$ cat config.mk
export PLATFORM = sky130hd
export DESIGN_NAME = demux1to2_32
export DESIGN_NICKNAME = d
export VERILOG_FILES = /design/src/rtl/demux1to2_32.sv
export SDC_FILE = /design/constraint.sdc
export NUM_CORES = 1
export LEC_CHECK = 0
export ABC_AREA = 1
export CAP_MARGIN = 10
export CORE_MARGIN = 1.5
export CORE_UTILIZATION = 25
export DETAILED_ROUTE_END_ITERATION = 8
export GPL_ROUTABILITY_DRIVEN = 0
export PLACE_DENSITY_LB_ADDON = 0.05
export SLEW_MARGIN = 20
export SYNTH_ARGS = -nofsm -noshare
export SYNTH_HDL_FRONTEND = slang
export SYNTH_SLANG_ARGS = --single-unit
export TNS_END_PERCENT = 5
$ cat constraint.sdc
create_clock -name clk -period 1.45 [get_ports clk]
set_input_delay 0.29 -clock clk [delete_from_list [all_inputs] [get_ports clk]]
set_output_delay 0.29 -clock clk [all_outputs]
set_load 0.005 [all_outputs]
$ cat src/rtl/demux1to2_32.sv
// rtl/demux1to2_32.sv - registered 1-to-2 valid/ready stream demux, one holding slot per output
// Optional strict global ordering across both outputs: define DEMUX1TO2_32_ORDER_EN.
module demux1to2_32 #(
    parameter int WIDTH = 32
) (
    input  logic             clk,
    input  logic             rst_n,
    input  logic             in_valid,
    input  logic             in_sel,
    input  logic [WIDTH-1:0] in_data,
    output logic             in_ready,
    output logic             a_valid,
    output logic [WIDTH-1:0] a_data,
    input  logic             a_ready,
    output logic             b_valid,
    output logic [WIDTH-1:0] b_data,
    input  logic             b_ready
);

    typedef enum logic {
        EMPTY = 1'b0,
        FULL  = 1'b1
    } slot_state_t;

    slot_state_t a_state;
    slot_state_t b_state;

    logic a_free;
    logic b_free;
    logic xfer;
    logic a_load;
    logic b_load;

    // A slot can take a word if it is empty or its current word leaves this cycle.
    assign a_free = (a_state == EMPTY) | a_ready;
    assign b_free = (b_state == EMPTY) | b_ready;

`ifdef DEMUX1TO2_32_ORDER_EN
    // The other slot must also be empty or draining, so words leave in source order.
    assign in_ready = in_sel ? (a_free & ((b_state == EMPTY) | b_ready))
                             : (b_free & ((a_state == EMPTY) | a_ready));
`else
    assign in_ready = in_sel ? a_free : b_free;
`endif

    assign xfer   = in_valid & in_ready;
    assign a_load = xfer & in_sel;
    assign b_load = xfer & ~in_sel;

    always_ff @(posedge clk or negedge rst_n) begin
        if (!rst_n) begin
            a_state <= EMPTY;
            b_state <= EMPTY;
            a_data  <= '0;
            b_data  <= '0;
        end else begin
            case (a_state)
                EMPTY: begin
                    if (a_load) begin
                        a_state <= FULL;
                        a_data  <= in_data;
                    end
                end
                FULL: begin
                    if (a_load) begin
                        a_data <= in_data;
                    end else if (a_ready) begin
                        a_state <= EMPTY;
                    end
                end
                default: a_state <= EMPTY;
            endcase

            case (b_state)
                EMPTY: begin
                    if (b_load) begin
                        b_state <= FULL;
                        b_data  <= in_data;
                    end
                end
                FULL: begin
                    if (b_load) begin
                        b_data <= in_data;
                    end else if (b_ready) begin
                        b_state <= EMPTY;
                    end
                end
                default: b_state <= EMPTY;
            endcase
        end
    end

    assign a_valid = (a_state == FULL);
    assign b_valid = (b_state == FULL);

endmodule
Yosys cells after proc, flatten, opt, wreduce, memory -nomap -nowiden
Cells that the tools add are included.
{ "op_classes": {"shifts": 0, "div": 0, "add_sub_neg": 0, "mux": 11, "eq_ne": 0, "n_bitwise": 8, "order_cmp": 0, "n_reduce_logical": 0, "mul": 0} }
{ "ops": {"columns": ["operator", "n"], "rows": [
  ["32-bit two-way mux", 2],
  ["1-bit two-way mux", 7],
  ["1-bit case mux with 2 select lines", 2],
  ["1-bit bitwise AND", 3],
  ["1-bit NOT", 3],
  ["1-bit bitwise OR", 2]
]} }
{ "word_totals": {"ramBits": 0, "memories": 0, "mem_bits_ro": 0, "out_inout_bits": 67, "latch_bits": 0, "elab_cells": 23, "inputBits": 38, "ff_bits": 66} }

Depth between registers and ports, before layout
Gate-level depths: netlist (run 1).
{ "logic_depth": {"ltp_word": 7, "mapped_depth": 6, "ltp_nobuf": 5} }

Worst setup path after synthesis (run 1)
Ideal clock, no wire load.
{ "synth_path": {"path_kind": "register to output", "start": "reg a_state (netlist: a_valid)", "end": "out in_ready", "stages_incl_launch_ff": 5, "path_buffers": 1, "setup_slack_ns": 0.287, "t_arrival_ns": 0.873, "t_required_ns": 1.160, "path_cell_list": "dfrtp_1 > nand2_1 > buf_2 > nand2_1 > nand2_1"} }
{ "synth_between": {"elab_chain_cells": 3} }
{ "synth_lines": {"columns": ["item", "line_no", "source"], "rows": [
  ["from (decl)", "25", "slot_state_t a_state;"],
  ["from (signal assigned)", "52", "a_state <= EMPTY;"],
  ["from (signal assigned)", "60", "a_state <= FULL;"],
  ["from (signal assigned)", "68", "a_state <= EMPTY;"],
  ["1-bit NOT", null, null],
  ["1-bit bitwise OR", "35", "assign a_free = (a_state == EMPTY) | a_ready;"],
  ["1-bit two-way mux", "43", "assign in_ready = in_sel ? a_free : b_free;"],
  ["to (decl)", "11", "output logic in_ready,"]
]} }
Every way passes these cells.

Worst setup path after layout (run 1)
{ "layout_path": {"start": "reg b_state (netlist: b_valid)", "end": "out b_valid"} }
{ "layout_rtl": {"columns": ["item", "line_no", "source"], "rows": [
  ["from (decl)", "26", "slot_state_t b_state;"],
  ["from (signal assigned)", "53", "b_state <= EMPTY;"],
  ["from (signal assigned)", "77", "b_state <= FULL;"],
  ["from (signal assigned)", "85", "b_state <= EMPTY;"],
  ["to (decl)", "15", "output logic b_valid,"]
]} }
No word-level cell between the ends.

==> reports/results.txt, run 1 <==
The flow ran to the end, and the final reports show no timing, DRC or antenna violations. In this run the cell area of the synthesized design comes to 2740 µm². The analysis attributes to cell leakage a power of 2.15 nW.

OpenSTA, run right after detailed placement, puts the worst setup slack at -0.382 ns. The non-filler instance count after layout came out at 549. The worst-case IR drop observed on VDD is 0.000412 V. The clock transition at the registers of the reported paths is 0.07 ns. The floorplan step defined a die boundary enclosing 11600 µm².

The synthesized design devotes to its leading area cell type 60.2% of total area. Final hold analysis gives a worst-case slack of 0.343 ns. Power spread over the standard cell area amounts to 1160 nW/µm². Counting both buffers and inverters, the worst setup path holds a total of 2.

The design draws 4.70 mW. The capture instance of the worst register-to-register path is b_data[3]. The first detailed-routing pass ran for 4 iterations. Counting tap cells, the placed design contains a total of 533 instances. Row generation in the floorplan step produced 38 rows. The repair_antennas step left the layout with diodes totalling 0. The worst setup path is launched from a flop.

When the netlist entered floorplanning its net count stood at 334. Final instance area: 4060 µm². Proportion of synthesized chip area in sequential cells: 60.2%. In this run, synthesis produced a sequential element count of 66. The synthesized area divided by synthesized cell count is 9.27 µm², and the fraction of final layout cells with drive strength greater than 1 is 10.3%. Fill cells in the final layout number 1179.

The die outline width came out at 108 µm. The cell type with the largest total area after synthesis is sky130_fd_sc_hd__dfrtp_1. Timing would allow up to 0.718 GHz.

For the finished layout, the period the worst path requires is 1.39 ns. The post-route fraction of the period consumed by the critical path works out to 96.0%. Summed over all layers, the global routing overflow is 0.

For the worst setup path, the data arrival time is 1.10 ns. The relative slew slack is 79.6%, and the post-route clock skew is 0.00815 ns. For the pin with the worst max-slew slack, the measured transition is 0.306 ns. In this run, the number of DRC markers left after iteration 0 of detailed routing was 84. The largest fanout of any net on the critical path came out at 2. The cell with the largest stage delay on the worst path is sky130_fd_sc_hd__dfrtp_1. In the layout the commonest cells are 133 x sky130_fd_sc_hd__nand2_1, 66 x sky130_fd_sc_hd__dfrtp_1, 66 x sky130_fd_sc_hd__dlygate4sd2_1, 64 x sky130_fd_sc_hd__nand4_1, 34 x sky130_fd_sc_hd__clkdlybuf4s50_1. Via count of the first global-routing pass: 2594. Most common cell after layout, fill and taps aside: sky130_fd_sc_hd__nand2_1. Critical path endpoint category: an output port. CTS built an H-tree with a depth of 3.

The run gives 296 as the cell count after synthesis. Total of max-cap violations: 0. Broken down by cell family, the worst path's largest delay share belongs to flip-flops. Number of remaining DRC errors: 0. Once placement finished, the instance area stood at 3950 µm².

The count of nets left with antenna violations once routing finished came out at 0. After detailed routing, the number of vias per cell comes to 4.48. The final-report max-slew violation count is 0, and the area growth from synthesis to layout is 48.0%. The detailed router placed 2462 vias in this run.

The worst register-to-register path has a setup slack of 0.19 ns. The tools report the wire length of the first global-routing pass as 14000 µm. The tightest min-delay check is of the in2async type.

In this design, the stage delay of the slowest critical-path cell is 0.39 ns. The master cell of the clock root buffer is sky130_fd_sc_hd__clkbuf_8. TritonCTS built the clock tree. Ranked by total cell area, the synthesized netlist is headed by sky130_fd_sc_hd__dfrtp_1 60%, sky130_fd_sc_hd__nand2_1 18%, sky130_fd_sc_hd__nand4_1 15%. From bottom edge to top edge, the die measures 108 µm. Buffer levels on the longest clock path: 2. Traced cell by cell, the critical path runs through buf_4 > dlygate4sd2_1. Final wirelength: 8390 µm.

The number of clock buffers inserted by TritonCTS came out at 9. For the count of synthesis-stage warnings from yosys, the log shows 0. The average wire per cell in the routed design was 15.3 µm.

The region available for standard cell placement spans 10700 µm². The origin of the critical flop-to-flop path is b_valid. Entering global routing, the biggest net connects 54 pins.

The tools report the post-layout net count as 443. The initial antenna violation count is 0, and the number of cells traversed by the worst register-to-register path is 6. For the final routed database, the setup TNS stands at 0 ns.

The initial cell density of the core is 25.5%. The later pin in the worst-skew pair is clocked with a latency of 0.34 ns. Setup violations remaining at the end of the flow were counted as 0. The class of the most critical setup path was reg2out. After legalization and detailed placement, the total HPWL measured 5780 µm. Cells fill 37.8% of the core in the end.

STA puts the critical path data required time at 1.16 ns. The netlist uses 8 different library cells. For this run, the total global-route usage over all layers was measured as 15.9%.

The worst path meets setup with 0.0574 ns of slack. Setup repair after global routing could not meet its margin everywhere. The run gives 0 as the number of hold violations in the final report. The count of buffers added on input and output ports is 104. Clock tree synthesis found a total of 66 sinks.

Number of top-level design ports: 105.
how the worst max path moves through the flow:
stage / slack (ns) / endpoint / depth (start not counted) / start
4_1_cts: -0.07 / in_ready / 6 / b_ready
2_1_floorplan: 0.29 / in_ready / 4 / a_valid
3_3_place_gp: -0.40 / in_ready / 6 / b_ready
5_1_grt: -0.01 / a_data[31] / 8 / a_ready
3_5_place_dp: -0.38 / in_ready / 6 / a_ready
6_report: 0.06 / b_valid / 2 / b_valid
layer usage:
layer / part of all wire (%) / global-route usage, % / vias to the layer above
li1: - / - / 1222
met1: 47 / 20.6 / 1167
met2: 46 / 25.0 / 67
met3: 5.8 / 5.27 / 6
met4: 1.1 / 5.08 / 0
met5: 0 / 0 / -
power breakdown:
group / switching (mW) / total, mW / internal [mW]
Sequential: 0.156 / 2.29 / 2.13
Clock: 0.676 / 1.37 / 0.697
Combinational: 0.504 / 1.04 / 0.541
cell type report:
type                            instances  area, µm²  area share [%]
Tap cell                              140        175            4.31
Timing Repair Buffer                  124       1120            27.6
Clock buffer                           12        155            3.82
Sequential cell                        66       1650            40.7
Inverter                                3       11.3           0.277
Multi-Input combinational cell        201        932            23.0
Clock inverter                          3       15.0           0.370
Yosys cell counts:
cell                      number
sky130_fd_sc_hd__nand2_1     135
sky130_fd_sc_hd__dfrtp_1      66
sky130_fd_sc_hd__nand4_1      64
sky130_fd_sc_hd__buf_2        17
sky130_fd_sc_hd__buf_4         9
sky130_fd_sc_hd__inv_1         2
sky130_fd_sc_hd__nand3_2       2
sky130_fd_sc_hd__inv_2         1
cells by family after synthesis:
group                  Yosys count  share of synthesized area (%)
buffers and inverters           29                           5.98
DFF                             66                           60.2
and+or+nand+nor                201                           33.8
sequential cells by signal, indices dropped and copies added (netlist names):
register and flops:
b_valid 1, b_data 32, a_valid 1, a_data 32
repair_timing:
action                                 in CTS  in global routing
buffers inserted                            0                  0
hold buffers                                1                  0
endpoints found under the hold margin      13                  0
resized for setup                          69                  6
setup endpoints to repair                  67                 55
Power figures use the tool's default switching activity.
==> run 2: changes to the inputs <==
- CORE_ASPECT_RATIO: default -> 1.25
==> run 2 against run 1 <==
Effect of this change: combinational power barely moved; critical path depth unchanged; critical path type unchanged; sequential cell count unchanged; sequential power barely moved; count of clock-buffer cells in the layout grew 2; hold slack better by 0.061 ns; global-route usage shrank 0.66 points.
==> reports/results.txt, run 2 (synthesis gave the netlist of run 1 again) <==
The run finished with clean final reports. The final-report max-slew violation count was 0 (unchanged); the switching power total was 1.42 mW (was 1.34 mW). The minimum period implied by the final worst setup slack works out to 1.38 ns (was 1.39 ns).

The cell total after placement was 523 (was 533). The clock transition at the registers of the reported paths came out at 0.05 ns (was 0.07 ns). The power consumption was 5.38 mW (was 4.70 mW); the H-tree depth was 3 (unchanged). The final instance area was 4170 µm² (was 4060 µm²); the initial antenna violation count was 0 (unchanged). The most common cell after layout, fill and taps aside was sky130_fd_sc_hd__nand2_1 (unchanged). The run gives -0.390 ns (was -0.382 ns) as the worst setup slack before clock tree synthesis.

The run gives 10600 µm² (was 10700 µm²) as the area of the core. For the number of hold violations in the final report, the log shows 0 (unchanged). For the buffer levels on the longest clock path, the log shows 2 (unchanged). The highest clock frequency the design can meet came out at 0.726 GHz (was 0.718 GHz).

The tools report the relative slew slack as 73.0% (was 79.6%). The y dimension of the die is 120 µm (was 108 µm), and the total number of clock tree sinks is 66 (unchanged). Cell with the largest stage delay on the worst path: sky130_fd_sc_hd__dfrtp_1 (unchanged). The number of remaining DRC errors was 0 (unchanged); the total global routing overflow was 0 (unchanged).

For the maximum number of pins on one net before global-route repair, the log shows 67 (was 54). The master cell of the clock root buffer is sky130_fd_sc_hd__clkbuf_16 (was sky130_fd_sc_hd__clkbuf_8). The sequential share of power is 42.5% (was 48.6%). The logs give 0.000626 V (was 0.000412 V) for the worst IR drop on VDD and 2516 (was 2594) for the via count of the first global-routing pass. Sum of negative setup slack: 0 ns (unchanged).

The die area came out at 11600 µm² (about the same). The switching part of the total is 26.3% (was 28.4%), and the vias after detailed routing is 2509 (was 2462). The run gives 0 (unchanged) as the number of diodes. Gate family responsible for the most delay along the worst path: flip-flops (unchanged). Most frequent cells in the layout: 133 x sky130_fd_sc_hd__nand2_1, 67 x sky130_fd_sc_hd__dlygate4sd2_1, 66 x sky130_fd_sc_hd__dfrtp_1, 64 x sky130_fd_sc_hd__nand4_1, 34 x sky130_fd_sc_hd__clkdlybuf4s50_1 (was 133 x sky130_fd_sc_hd__nand2_1, 66 x sky130_fd_sc_hd__dfrtp_1, 66 x sky130_fd_sc_hd__dlygate4sd2_1, 64 x sky130_fd_sc_hd__nand4_1, 34 x sky130_fd_sc_hd__clkdlybuf4s50_1). The tools report the number of routed nets with antenna violations as 0 (unchanged). Regs by FF count: a_data x32, b_data x32 (unchanged).

The total of max-cap violations is 0 (unchanged), and the non-filler instance count after layout is 540 (was 549). The worst setup margin came out at 0.0731 ns (was 0.0574 ns). The classification of the worst-slack hold path was in2reg (was in2async). The combinational share of power came out at 19.5% (was 22.2%). The run gives 105 (unchanged) as the number of top-level design ports. For the final hold slack, the log shows 0.403 ns (was 0.343 ns). The tools report the number of clock buffers inserted by TritonCTS as 9 (unchanged).

The class of the most critical setup path is reg2out (unchanged). The area growth from synthesis to layout works out to 51.9% (was 48.0%). The post-route fraction of the period consumed by the critical path was 95.0% (was 96.0%).

The fraction of final layout cells with drive strength greater than 1 was 9.56% (was 10.3%); the HPWL reported at the end of detailed placement was 5550 µm (was 5780 µm). The data arrival at the endpoint of the critical path came out at 1.09 ns (was 1.10 ns). The run gives 3.97 mW (was 3.37 mW) as the total internal power. The total cell area at the placement stage is 3950 µm² (about the same), and the number of vias per cell is 4.65 (was 4.48). The biggest cell delay along the critical path came out at 0.38 ns (was 0.39 ns). The initial cell density of the core came out at 25.8% (was 25.5%). Chain of cells forming the critical path: buf_4 > dlygate4sd2_1 (unchanged). For the starting DRC count in detailed routing, the log shows 70 (was 84). The post-route clock skew is 0.00287 ns (was 0.00815 ns). Standby leakage power: 2.20 nW (was 2.15 nW).

The run gives 0.33 ns (was 0.34 ns) as the clock latency reported for the late side of the worst-skew pair. The utilization after layout is 39.2% (was 37.8%). The sum of buffers and inverters on the critical path is 2 (unchanged), and the final wirelength is 8470 µm (was 8390 µm). The run gives 42 (was 38) as the floorplan row count. The number of I/O port buffers came out at 104 (unchanged).

The tools report the startpoint type of the worst setup path as a flop (unchanged). The largest fanout of any net on the critical path is 2 (unchanged). The global routing usage summed across all routing layers is 15.2% (was 15.9%). The average wire per cell in the routed design is 15.7 µm (was 15.3 µm).

The number of iterations in the first detailed-routing pass was 5 (was 4). The die outline width works out to 96.7 µm (was 108 µm). TritonCTS built the clock tree.

For the post-layout net count, the log shows 441 (was 443). Setup repair after global routing could not meet its margin everywhere. The pin slew with the least headroom to its limit was 0.405 ns (was 0.306 ns). The critical path endpoint category is an output port (unchanged). The data required time at the worst endpoint is 1.16 ns (about the same). The cell area power density is 1290 nW/µm² (was 1160 nW/µm²), and the number of endpoints failing setup at the final stage is 0 (unchanged). Wire length of the first global-routing pass: 13600 µm (was 14000 µm). The run gives 38.0% (was 29.2%) as the portion of total power attributed to the clock network.
## run 2: power by group through the flow
| stage | registers [mW] | logic (mW) | clock network, mW |
|---|---|---|---|
| after floorplan | 2.34 | 0.371 | 0 |
| after global placement | 2.34 | 1.26 | 0 |
| after detailed placement | 2.33 | 1.27 | 0 |
| after CTS | 2.30 | 1.07 | 2.10 |
| after global routing | 2.33 | 1.18 | 2.19 |
| final | 2.29 | 1.05 | 2.05 |
## run 2: path summary, 6_finish.rpt
check / from / endpoint / slack [ns] / cells past startpoint
max in group asynchronous: rst_n / b_data[22] / 0.64 / 3
hold / removal: in_valid / a_data[12] / 0.40 / 3
hold reg to reg: a_data[17] / a_data[17] / 0.46 / 2
setup / recovery: b_valid / b_valid / 0.07 / 2
setup reg to reg: a_valid / a_data[28] / 0.12 / 6
min in group asynchronous: rst_n / a_data[25] / 0.50 / 3
## run 2: layout make-up
cell class / count / area [µm²]
multi-input combinational: 201 / 932
timing repair buffer: 122 / 1120
inverter: 3 / 11.3
sequential: 66 / 1650
clock inverter: 2 / 10.0
tap: 132 / 165
fill: 1101 / 6450
clock buffer: 14 / 274
## run 2: repair_timing
item / 4_1_cts / 5_1_grt
gates resized for setup: 70 / 4
cloned: 0 / 0
buffers inserted: 0 / 0
hold buffers: 1 / 0
setup endpoints to repair: 99 / 5
endpoints found under the hold margin: 22 / 0
## run 2: tightest hold or removal path, stage by stage
cell,delay [ns]
sky130_fd_sc_hd__buf_2,0.21
sky130_fd_sc_hd__nand4_1,0.14
sky130_fd_sc_hd__nand2_1,0.05
## run 2: layer usage
metal,vias up,GRT usage [%],part of all wire [%]
li1,1222,-,-
met1,1199,19.7,45
met2,75,23.6,47
met3,13,4.43,5.7
met4,0,6.70,2.1
met5,-,0,0
==> run 3: changes to the inputs <==
- ABC_AREA: 1 -> 0
- clock period: 1.45 -> 1.3 ns (I/O delays scaled with it)
==> run 3 against run 2 <==
Effect of this change: the flow now finishes with violations (negative setup slack); first-iteration DRC count shrank 54%; die area shrank 2.5%; clock skew is 0.0028 ns higher; largest cell class unchanged; largest power group unchanged.
==> reports/results.txt, run 3 <==
Sum of buffers and inverters on the critical path: 3 (was 2). The final reports fail on negative setup slack. The cell type with the largest total area after synthesis is sky130_fd_sc_hd__dfrtp_1 (unchanged). The flow ran to the end, but the final reports show violations. The global-route layer with the greatest usage was met2 (unchanged).

The number of I/O port buffers is 104 (unchanged). The most frequent cell after synthesis is sky130_fd_sc_hd__dfrtp_1 (was sky130_fd_sc_hd__nand2_1). The vias after detailed routing is 1651 (was 2509), and the net count after synthesis is 185 (was 334). Most frequent cells in the layout: 66 x sky130_fd_sc_hd__dfrtp_1, 65 x sky130_fd_sc_hd__dlygate4sd2_1, 51 x sky130_fd_sc_hd__mux2_4, 33 x sky130_fd_sc_hd__clkdlybuf4s50_1, 12 x sky130_fd_sc_hd__mux2_2 (was 133 x sky130_fd_sc_hd__nand2_1, 67 x sky130_fd_sc_hd__dlygate4sd2_1, 66 x sky130_fd_sc_hd__dfrtp_1, 64 x sky130_fd_sc_hd__nand4_1, 34 x sky130_fd_sc_hd__clkdlybuf4s50_1). For the number of hold violations in the final report, the log shows 0 (unchanged).

The clock transition at the registers of the reported paths came out at 0.05 ns (about the same). Subtracting the final worst setup slack from the clock period gives 1.55 ns. The fraction of synthesis flops using an asynchronous set or reset pin is 100% (unchanged).

Master cell of the clock root buffer: sky130_fd_sc_hd__clkbuf_16 (unchanged). The number of clock buffers inserted by TritonCTS is 9 (unchanged). The total global routing overflow came out at 0 (unchanged). The classification of the worst-slack hold path was in2reg (unchanged). The tools report the beginning of the critical path as a_ready (was b_valid). The number of vias per cell came out at 4.12 (was 4.65). The worst IR drop on VDD is 0.000539 V (was 0.000626 V).

The tools report the relative slew slack as 75.2% (was 73.0%). The number of remaining DRC errors was 0 (unchanged); the synthesized area divided by synthesized cell count was 18.2 µm² (was 9.27 µm²). Chain of cells forming the critical path: clkdlybuf4s50_1 > and2b_2 > buf_4 > nor2_4 > buf_12 > mux2_2 (was buf_4 > dlygate4sd2_1). List of most frequent post-synthesis cells: 66 x sky130_fd_sc_hd__dfrtp_1, 32 x sky130_fd_sc_hd__mux2_2, 30 x sky130_fd_sc_hd__mux2_4 (was 135 x sky130_fd_sc_hd__nand2_1, 66 x sky130_fd_sc_hd__dfrtp_1, 64 x sky130_fd_sc_hd__nand4_1). After layout, the worst path uses 119% of the clock period. The run gives 2670 µm² (was 2740 µm²) as the synthesized area. The tools report the worst setup margin as -0.246 ns (was 0.0731 ns).

For the count of synthesis-stage warnings from yosys, the log shows 0 (unchanged). The area growth from synthesis to layout is 56.5% (was 51.9%). The fraction of met2 tracks used by global routing is 17.6% (was 23.6%), and the non-filler instance count after layout is 401 (was 540). The cell area power density is 1490 nW/µm² (was 1290 nW/µm²). The run gives 25.4% (was 25.8%) as the initial cell density of the core. The most common cell after layout, fill and taps aside was sky130_fd_sc_hd__dfrtp_1 (was sky130_fd_sc_hd__nand2_1). The proportion of synthesized chip area in sequential cells is 61.8% (was 60.2%). Regs by FF count: a_data x32, b_data x32 (unchanged).

The number of routed nets with antenna violations came out at 0 (unchanged). The buffer levels on the longest clock path came out at 2 (unchanged). The pin slew with the least headroom to its limit was 0.372 ns (was 0.405 ns). The global routing usage summed across all routing layers is 11.8% (was 15.2%). The setup slack on the worst flop-to-flop path is -0.23 ns (was 0.12 ns). The data arrival at the endpoint of the critical path was 1.75 ns (was 1.09 ns); the total cell area at the placement stage was 3890 µm² (was 3950 µm²). The run gives 147 (was 296) as the cell count after synthesis. Die outline width: 95.5 µm (was 96.7 µm). The top cell type's share of synthesized area works out to 61.8% (was 60.2%).

The met3 track utilization from global routing came out at 4.44% (was 4.43%). The largest fanout of any net on the critical path came out at 18 (was 2). The number of cells traversed by the worst register-to-register path is 5 (was 6).

The utilization after layout was 39.8% (was 39.2%). The tools report the worst setup slack before clock tree synthesis as -0.537 ns (was -0.390 ns). The critical path endpoint category was a flop (was an output port).

For the number of top-level design ports, the log shows 105 (unchanged). The total stage count of the critical path came out at 6 (was 2). The run gives 0 (unchanged) as the total of max-cap violations. The die area was 11300 µm² (was 11600 µm²); the number of enable-type register cells in the synthesized netlist was 0 (unchanged). The gate family responsible for the most delay along the worst path is buffers and inverters (was flip-flops). The startpoint type of the worst setup path is an input port (was a flop).

The run gives 0 (unchanged) as the number of diodes. Initial antenna violation count: 0 (unchanged). Class of the most critical setup path: in2reg (was reg2out). The biggest cell delay along the critical path came out at 0.44 ns (was 0.38 ns). For the highest clock frequency the design can meet, the log shows 0.647 GHz. The standby leakage power is 1.98 nW (was 2.20 nW). The floorplan row count was 42 (unchanged); the average wire per cell in the routed design was 15.2 µm (was 15.7 µm).

The run gives 3 (unchanged) as the H-tree depth. The via count of the first global-routing pass is 1748 (was 2516). The cell with the largest stage delay on the worst path was sky130_fd_sc_hd__clkdlybuf4s50_1 (was sky130_fd_sc_hd__dfrtp_1).

TritonCTS built the clock tree. The logs give 1.50 ns (was 1.16 ns) for the data required time at the worst endpoint and 0.32 ns (was 0.33 ns) for the clock latency reported for the late side of the worst-skew pair. The final-report max-slew violation count came out at 0 (unchanged). The predominant post-synthesis flop cell is sky130_fd_sc_hd__dfrtp_1 (unchanged). Total number of clock tree sinks: 66 (unchanged). The run gives 3 (was 5) as the number of iterations in the first detailed-routing pass. Maximum number of pins on one net before global-route repair: 67 (unchanged).

The tools report the post-route clock skew as 0.00569 ns (was 0.00287 ns). The origin of the critical flop-to-flop path was a_valid (unchanged). The tools report the capture instance of the worst register-to-register path as a_data[13] (was a_data[28]). The logs give 9820 µm (was 13600 µm) for the wire length of the first global-routing pass and 6080 µm (was 8470 µm) for the final wirelength. Setup repair after global routing could not meet its margin everywhere.

The starting DRC count in detailed routing is 32 (was 70), and the routing usage on met1 is 15.0% (was 19.7%). The y dimension of the die was 119 µm (was 120 µm). The final instance area is 4180 µm² (was 4170 µm²). The power consumption was 6.21 mW (was 5.38 mW).

HPWL reported at the end of detailed placement: 3920 µm (was 5550 µm). The tools report the last element of the critical path as a_data[13] (was b_valid). Post-layout net count: 303 (was 441). Fraction of final layout cells with drive strength greater than 1: 35.3% (was 9.56%).

The tools report the number of endpoints failing setup at the final stage as 65 (was 0). Cell total after placement: 384 (was 523). The total of flip-flops plus latches after synthesis came out at 66 (unchanged).

The run gives 10500 µm² (was 10600 µm²) as the area of the core. The distinct cell type count after synthesis was 14 (was 8). Main area contributors after synthesis: sky130_fd_sc_hd__dfrtp_1 62%, sky130_fd_sc_hd__mux2_4 17%, sky130_fd_sc_hd__mux2_2 13% (was sky130_fd_sc_hd__dfrtp_1 60%, sky130_fd_sc_hd__nand2_1 18%, sky130_fd_sc_hd__nand4_1 15%).
[run 3: worst min path at each step]
stage	slack [ns]	to	depth (start not counted)	startpoint
detailed placement	0.32	b_data[2]	2	rst_n
global placement	0.32	b_data[27]	2	rst_n
floorplan	-0.04	a_data[0]	0	rst_n
finish	0.24	b_valid	3	b_ready
CTS	0.42	b_valid	3	in_sel
global route	0.24	b_valid	3	b_ready
[run 3: metal layers]
| metal | up-vias | wire, µm |
|---|---|---|
| met4 | 0 | 94 |
| met2 | 62 | 2810 |
| met5 | - | 0 |
| met1 | 826 | 2710 |
| li1 | 755 | - |
| met3 | 8 | 473 |
[run 3: what timing repair did]
item | in CTS | in global routing
buffers inserted | 2 | 0
endpoints found under the hold margin | 66 | 0
endpoints found under the setup margin | 131 | 65
gates resized for setup | 82 | 19
hold buffers | 1 | 0
[run 3: through the flow]
step           TNS [ns]  hold slack, ns
6_report          -8.28           0.235
5_1_grt          -10.49           0.236
4_1_cts           -8.88           0.417
3_5_place_dp     -28.76           0.318
3_3_place_gp     -29.09           0.322
2_1_floorplan    -0.397         -0.0356
[run 3: worst reg2reg max path, stage by stage, from the launching register on]
cell	delay, ns
sky130_fd_sc_hd__dfrtp_1	0.38
sky130_fd_sc_hd__and2b_2	0.21
sky130_fd_sc_hd__buf_4	0.14
sky130_fd_sc_hd__nor2_4	0.14
sky130_fd_sc_hd__buf_12	0.20
sky130_fd_sc_hd__mux2_2	0.35
[run 3: logic make-up after synthesis]
kind of cell           share of synthesized area (%)
muxes                                           31.2
AOI/OAI and AO/OA                              0.187
and+or+nand+nor                                 2.90
DFF                                             61.8
buffers and inverters                           3.93
[run 3: final cells by class]
type | instances | area, µm²
Clock buffer | 12 | 256
Clock inverter | 3 | 15.0
Fill cell | 1029 | 6330
Multi-Input combinational cell | 74 | 996
Sequential cell | 66 | 1650
Tap cell | 132 | 165
Timing Repair Buffer | 114 | 1100
[run 3: report_power, final]
| part | switching, mW | internal (mW) | total, mW |
|---|---|---|---|
| logic | 0.438 | 0.957 | 1.39 |
| clock network | 0.833 | 1.37 | 2.21 |
| registers | 0.185 | 2.43 | 2.61 |
| total | 1.46 | 4.76 | 6.21 |
